## config.mk

```make
export PLATFORM = sky130hd
export DESIGN_NAME = timer_arbiter
export DESIGN_NICKNAME = d
export VERILOG_FILES = /design/src/rtl/timer_arbiter_pkg.sv /design/src/rtl/timer_arbiter_sync_counter.sv /design/src/rtl/timer_arbiter.sv
export SDC_FILE = /design/constraint.sdc
export NUM_CORES = 1
export LEC_CHECK = 0
export CORE_ASPECT_RATIO = 1.1
export CORE_MARGIN = 1.5
export CORE_UTILIZATION = 47
export CTS_CLUSTER_DIAMETER = 120
export DETAILED_ROUTE_END_ITERATION = 10
export GPL_TIMING_DRIVEN = 0
export HOLD_SLACK_MARGIN = 0.1
export PLACE_DENSITY = 0.88
export RECOVER_POWER = 50
export SYNTH_ARGS = -nofsm -noshare
export SYNTH_HDL_FRONTEND = slang
export SYNTH_SLANG_ARGS = --single-unit
```

## constraint.sdc

```tcl
create_clock -name clk -period 2.77 [get_ports clk]
set_clock_uncertainty 0.15 [all_clocks]
set_input_delay 0.831 -clock clk [delete_from_list [all_inputs] [get_ports clk]]
set_output_delay 0.831 -clock clk [all_outputs]
set_load 0.01 [all_outputs]
```

## src/rtl/timer_arbiter_pkg.sv

```systemverilog
// Shared types and defaults for the two-requester interval timer arbiter.
package timer_arbiter_pkg;

    localparam int unsigned DEFAULT_WIDTH = 4;

    typedef enum logic {
        IDLE = 1'b0,
        RUN  = 1'b1
    } state_t;

endpackage

```

## src/rtl/timer_arbiter_sync_counter.sv

```systemverilog
// Up-counter with synchronous reset, synchronous clear and count enable.
module sync_counter #(
    parameter int unsigned WIDTH = 4
) (
    input  logic             clk,
    input  logic             rst,
    input  logic             clr,
    input  logic             en,
    output logic [WIDTH-1:0] q
);

    always_ff @(posedge clk) begin
        if (rst || clr) begin
            q <= '0;
        end else if (en) begin
            q <= q + WIDTH'(1);
        end
    end

endmodule

```

## src/rtl/timer_arbiter.sv

```systemverilog
// Round-robin arbiter granting one requester at a time a timed interval on a
// shared counter; signals completion with a one-cycle done pulse.
module timer_arbiter
    import timer_arbiter_pkg::*;
#(
    parameter int unsigned WIDTH = DEFAULT_WIDTH
) (
    input  logic             clk,
    input  logic             rst,
    input  logic [1:0]       req,
    input  logic [WIDTH-1:0] dur0,
    input  logic [WIDTH-1:0] dur1,
    output logic [1:0]       gnt,
    output logic [1:0]       done,
    output logic             busy,
    output logic [WIDTH-1:0] count
);

    state_t           state_q, state_d;
    logic [1:0]       gnt_d, done_d;
    logic [WIDTH-1:0] dur_q, dur_d;
    logic             owner_q, owner_d;
    logic             last_q, last_d;
    logic             winner_c;
    logic             cnt_clr_c, cnt_en_c;

    sync_counter #(.WIDTH(WIDTH)) u_counter (
        .clk (clk),
        .rst (rst),
        .clr (cnt_clr_c),
        .en  (cnt_en_c),
        .q   (count)
    );

    // last_q holds the most recently granted requester; a tie goes to the other one.
    always_ff @(posedge clk) begin
        if (rst) begin
            state_q <= IDLE;
            gnt     <= 2'b00;
            done    <= 2'b00;
            busy    <= 1'b0;
            dur_q   <= '0;
            owner_q <= 1'b0;
            last_q  <= 1'b1;
        end else begin
            state_q <= state_d;
            gnt     <= gnt_d;
            done    <= done_d;
            busy    <= (state_d == RUN);
            dur_q   <= dur_d;
            owner_q <= owner_d;
            last_q  <= last_d;
        end
    end

    always_comb begin
        state_d   = state_q;
        gnt_d     = 2'b00;
        done_d    = 2'b00;
        dur_d     = dur_q;
        owner_d   = owner_q;
        last_d    = last_q;
        cnt_clr_c = 1'b0;
        cnt_en_c  = 1'b0;
        winner_c  = (req == 2'b11) ? ~last_q : req[1];

        case (state_q)
            IDLE: begin
                cnt_clr_c = 1'b1;
                if (req != 2'b00) begin
                    state_d = RUN;
                    gnt_d   = winner_c ? 2'b10 : 2'b01;
                    dur_d   = winner_c ? dur1 : dur0;
                    owner_d = winner_c;
                    last_d  = winner_c;
                end
            end
            RUN: begin
                if (!req[owner_q]) begin
                    state_d   = IDLE;
                    cnt_clr_c = 1'b1;
                end else if (count == dur_q) begin
                    state_d   = IDLE;
                    cnt_clr_c = 1'b1;
                    done_d    = owner_q ? 2'b10 : 2'b01;
                end else begin
                    gnt_d    = gnt;
                    cnt_en_c = 1'b1;
                end
            end
            default: state_d = IDLE;
        endcase
    end

endmodule

```

# After elaboration in Yosys (flattened, before gate mapping)
# Index checks and enable logic that the tools add are counted.
[op_classes] reduce_logical=4 muxes=18 eq_ne=3 bitwise_logic=4 magnitude_cmp=1 n_addsub=1
[op_table] op="$mux 2" n=5
[op_table] op="$mux 1" n=9
[op_table] op="$add 4x1->4 const B" n=1
[op_table] op="$eq 4x4->1" n=1
[op_table] op="$mux 4" n=1
[op_table] op="$not 1->1" n=4
[op_table] op="$pmux 1 s2" n=2
[op_table] op="$pmux 2 s2" n=1
[op_table] op="$reduce_or 4->1" n=1
[op_table] op="$ne 3x2->1 const B" n=1
[op_table] op="$eq 2x2->1 const B" n=1
[op_table] op="$lt 1x2->1 const B" n=1
[op_table] op="$reduce_and 2->1" n=1
[op_table] op="$reduce_bool 2->1" n=1
[op_table] op="$logic_or 1x1->1" n=1
[word_totals] wordCells=38 regBits=15 inputBits=12 output_inout_bits=9

# Logic depth before layout (Yosys ltp)
[depth] word_depth=5 ltp_mapped=3 ltp_nobuf=3

# Hierarchy
# Synthesis repeated with hierarchy kept, for this count alone.
[hier_totals] hier_cells=70 area_unflattened_um2=688.2
[by_module_without_submodules] mod="timer_arbiter" cells_each=53 area_each_um2=510.5 seq_area_each_um2=220.2 instances=1
[by_module_without_submodules] mod="sync_counter" cells_each=17 area_each_um2=177.7 seq_area_each_um2=80.1 instances=1

# Worst setup path before layout
# No wires, ideal clock.
[synth_timing] path_type="input to register" from="in rst" to="reg gnt[0]" arrival_time_ns=1.465 setup_ns=0.092 cell_stages=3 slack_ns=1.062 path_buffers=1 required_time_ns=2.528 cell_sequence="clkbuf_1 -> nand3b_4 -> o32ai_1"
[synth_lines] element="from (decl)" line_no="timer_arbiter.sv:9" text="input logic rst,"
[synth_lines] element="to (signal assigned)" line_no="timer_arbiter.sv:47" text="gnt <= gnt_d;"
[synth_lines] element="to (decl)" line_no="timer_arbiter.sv:13" text="output logic [1:0] gnt,"

# Worst setup path in the final report
[layout_timing] from="in req[0]" to="reg dur_q[1]"
[layout_between] elab_chain_len=3 word_cells_on_any_way=5 cone_classes="1 x eq/ne; 2 x mux; 2 x reduce/logical"
[layout_rtl] element="from (decl)" line_no="timer_arbiter.sv:10" text="input logic [1:0] req,"
[layout_rtl] element="$eq 2x2->1" line_no="timer_arbiter.sv:65" text="winner_c = (req == 2'b11) ? ~last_q : req[1];"
[layout_rtl] element="$mux 1" line_no="timer_arbiter.sv:65"
[layout_rtl] element="$mux 4" line_no="timer_arbiter.sv:73" text="dur_d = winner_c ? dur1 : dur0;"
[layout_rtl] element="to (signal assigned)" line_no="timer_arbiter.sv:50" text="dur_q <= dur_d;"
[layout_rtl] element="to (decl)" line_no="timer_arbiter.sv:21" text="logic [WIDTH-1:0] dur_q, dur_d;"
# Several ways; a longest one is shown, not always the timed one.
# A chain may end at the register's enable or synchronous reset.

==> impl_results.rst <==
.. list-table::
   :header-rows: 1

   * - Metric
     - Value
   * - Crit-path slowest cell
     - sky130_fd_sc_hd__dlygate4sd3_1
   * - Clock sink total
     - 15
   * - Grt total ovfl
     - 0
   * - Max Slew Vio Count
     - 0
   * - Outcome
     - completed
   * - Vias in the first global route
     - approximately 470
   * - Remaining DRCs
     - 0
   * - Post-placement cell count
     - 98
   * - CTS resizes
     - 0
   * - Total length of routed met2 wires
     - 609 um
   * - Internal Pwr Total
     - 338 uW
   * - Routability congestion estimate
     - 0.784
   * - CTS tree
     - yes
   * - Ys async rst share
     - 0
   * - Delay of the slowest cell on the worst path
     - ~0.63 ns
   * - Share of the cycle needed by the critical path after routing
     - 0.878
   * - Most common cell after layout, fill and taps aside
     - sky130_fd_sc_hd__clkdlybuf4s50_1
   * - Flops & latches, synth
     - 15
   * - Power after layout
     - approximately 460 uW
   * - Total number of nets in the final design
     - 100
   * - Final count of negative-setup-slack endpoints
     - 0
   * - Crit path capture type
     - flop
   * - Power density of the placed cells
     - 517 mW/mm^2
   * - H-tree levels
     - 1
   * - CP delay by family, top
     - compound AO/OA/AOI/OAI gates
   * - Count of distinct cell types in the synthesized netlist
     - 27
   * - Die width
     - just under 40 um
   * - Drt first-iter violations
     - 8
   * - Worst setup path class
     - primary input to flop
   * - Synth Net Count
     - 76
   * - Total via count after detailed routing
     - 538
   * - Total global routing track utilization
     - 0.188
   * - Number of flops mapped to enable cells by yosys
     - 0
   * - Met3 routed wirelength
     - approximately 47 um
   * - Transition time at the pin with the least slew margin
     - 0.685 ns
   * - Fraction of the yosys area taken by sequential cells
     - 0.448
   * - FILL cells
     - 111
   * - Static leakage
     - 0.000327 uW
   * - Count of buffers inserted at the top-level ports
     - 19
   * - Number of buffer and inverter stages on the critical path
     - 1
   * - Clk_lat worst skew
     - 0.29 ns
   * - Clock Tree Root
     - sky130_fd_sc_hd__clkbuf_4
   * - Avg WL per Cell
     - 11.8 um
   * - Maximum number of pins on one net before global-route repair
     - 11
   * - Post-layout minimum cycle time
     - 2.43 ns
   * - Sw frac
     - 0.266
   * - Multi-input combinational cell area
     - ~340 sq um
   * - Count of standard-cell rows
     - 14
   * - Most used DFF post-synth
     - sky130_fd_sc_hd__dfxtp_1
   * - First-pass DRT Iterations
     - 4
   * - Path class of the lowest-slack min-delay path
     - flop to flop
   * - Avg Cell Area, Syn
     - 10.6 sq um
   * - Ports
     - 21
   * - Reg clk slew, reported paths
     - 0.08 ns
   * - Wire length of the first global-routing pass
     - roughly 2000 um
   * - Vias per cell
     - between 5 and 6
   * - Area of the core
     - 0.00135 sq mm
   * - RSZ-0062 raised after global routing
     - false
   * - Sequential cell fraction of total power
     - 0.526
   * - Total Neg Setup Slack
     - 0 ns
   * - Critical path peak fanout
     - 7
   * - Required time worst endpoint
     - 2.83 ns
   * - Uppermost layer routed
     - met4
   * - Area taken by flip-flops and latches
     - 300 sq um
   * - Die Ht
     - about 43 um
   * - Cells after synthesis
     - 63
   * - Detailed-route wire length on metal 1
     - 498 um
   * - Highest attainable clock frequency
     - ~400 MHz
   * - Normalized max-slew margin
     - 0.540
   * - Number of standard cells in the final layout excluding fillers
     - 102
   * - Detailed placer's ending HPWL
     - 920 um
   * - Aggregate routed wire length
     - roughly 1200 um
   * - Number of antenna violations at the first check in global routing
     - 0
   * - Place WS
     - 0.442 ns
   * - Diode insertion count for antenna repair
     - 0
   * - Setup ws final
     - 0.337 ns
   * - Final Hold Fails
     - 0
   * - Top library cells by usage in the layout, fill and taps aside
     - sky130_fd_sc_hd__clkdlybuf4s50_1 (18), sky130_fd_sc_hd__dfxtp_1 (15), sky130_fd_sc_hd__xor2_1 (5)
   * - Post-synthesis instance area
     - 671 sq um
   * - Clock share of power
     - 0.269
   * - TritonCTS Buffers
     - 3
   * - Maximum ir drop on the vdd rail
     - 0.298 mV
   * - Post-route ant nets
     - 0
   * - Arrival @ worst endpoint
     - 2.49 ns
   * - Max-cap viol count
     - 0
   * - Maximum clock path buffer count
     - 2
   * - Full die area
     - 0.00166 sq mm
   * - Series of cell instances along the critical path
     - dlygate4sd3_1 -> a21boi_0 -> mux2i_1 -> a211oi_1
   * - Yosys warning count
     - 0
   * - Share of post-route cells with drive strength above 1
     - 0.0814
   * - Initial Util
     - 0.497
   * - Post-CTS Hold Buffers
     - 0
   * - Synthesis-to-finish area growth
     - 32.8%
   * - Combinational share of power
     - 0.205
   * - Post-CTS Repair Setup Buffers
     - 0
   * - Critical Path Start Type
     - primary input
   * - Power spent charging and discharging nets
     - around 120 uW
worst paths after layout:
| kind | end | slack (ns) | depth (start not counted) | from |
|---|---|---|---|---|
| worst min-delay path | gnt[1] | 0.33 | 2 | gnt[1] |
| worst max-delay path | dur_q[1] | 0.34 | 4 | req[0] |
| worst min register to register | gnt[1] | 0.33 | 2 | gnt[1] |
| worst max register to register | dur_q[1] | 1.25 | 3 | last_q |
power groups by stage:
stage / combinational (uW) / clock, uW / sequential (uW)
2_1_floorplan: 59.4 / 0 / 249
5_1_grt: 104 / 139 / 245
3_3_place_gp: 96.1 / 0 / 248
3_5_place_dp: 98.0 / 0 / 249
6_report: 94.2 / 124 / 242
4_1_cts: 98.2 / 131 / 244
cell usage after synthesis, types with 2 or more instances:
cell type                  number  share of area
sky130_fd_sc_hd__inv_1          3          0.017
sky130_fd_sc_hd__nand4b_1       2          0.026
sky130_fd_sc_hd__nand2_1        4          0.022
sky130_fd_sc_hd__nor3b_2        2          0.037
sky130_fd_sc_hd__nor2_1         2          0.011
sky130_fd_sc_hd__mux2i_1        2          0.030
sky130_fd_sc_hd__a31oi_1        2          0.019
sky130_fd_sc_hd__dfxtp_1       15           0.45
sky130_fd_sc_hd__nor3_1         3          0.022
sky130_fd_sc_hd__a21oi_1        2          0.015
sky130_fd_sc_hd__xor2_1         5          0.065
sky130_fd_sc_hd__o32ai_1        2          0.026
sky130_fd_sc_hd__nand2b_1       2          0.019
sky130_fd_sc_hd__a211oi_1       2          0.022
sky130_fd_sc_hd__nand3b_1       3          0.034
through the flow:
| step | hold WS [ns] | util | instance area [sq um] |
|---|---|---|---|
| after floorplan | 0.308 | - | 671 |
| after global placement | 0.320 | 0.653 | 881 |
| after detailed placement | 0.319 | 0.653 | 881 |
| after CTS | 0.333 | 0.673 | 907 |
| after global routing | 0.366 | 0.660 | 891 |
| final | 0.332 | 0.660 | 891 |
final cells by class:
cell class,instances,share of cell area
multi-input cells,44,0.381
flip-flops and latches,15,0.337
repair buffers,19,0.213
clock buffers,4,0.0295
well taps,16,0.0225
inverters,3,0.0126
plain buffers,1,0.00421
registers in the layout, indices dropped and copies added, names as in the netlist:
name and flops:
dur_q 4, last_q 1, done 2, owner_q 1
gnt 2, u_counter.q 4, state_q 1
logic make-up (layout without fill, tap and decap cells):
kind of cell / after synthesis / after routing / share of synthesized area
and+or+nand+nor: 22 / 22 / 0.252
muxes: 3 / 3 / 0.0466
DFF: 15 / 15 / 0.448
buffers and inverters: 4 / 27 / 0.0224
adders and majority gates: 1 / 1 / 0.0187
xor gates and xnor gates: 6 / 6 / 0.0784
AOI/OAI and AO/OA: 12 / 12 / 0.134
metal layers:
| layer | GRT usage | up-vias |
|---|---|---|
| met4 | 0.145 | 0 |
| met1 | 0.202 | 240 |
| met3 | 0.0638 | 5 |
| li1 | - | 276 |
| met5 | 0 | - |
| met2 | 0.287 | 17 |
worst reg2reg max path, cell delays in order, from the launching register on:
cell and delay [ns]:
sky130_fd_sc_hd__dfxtp_1 0.32, sky130_fd_sc_hd__a21boi_0 0.54, sky130_fd_sc_hd__mux2i_1 0.17, sky130_fd_sc_hd__a211oi_1 0.25
(Power assumes the default switching activity.)
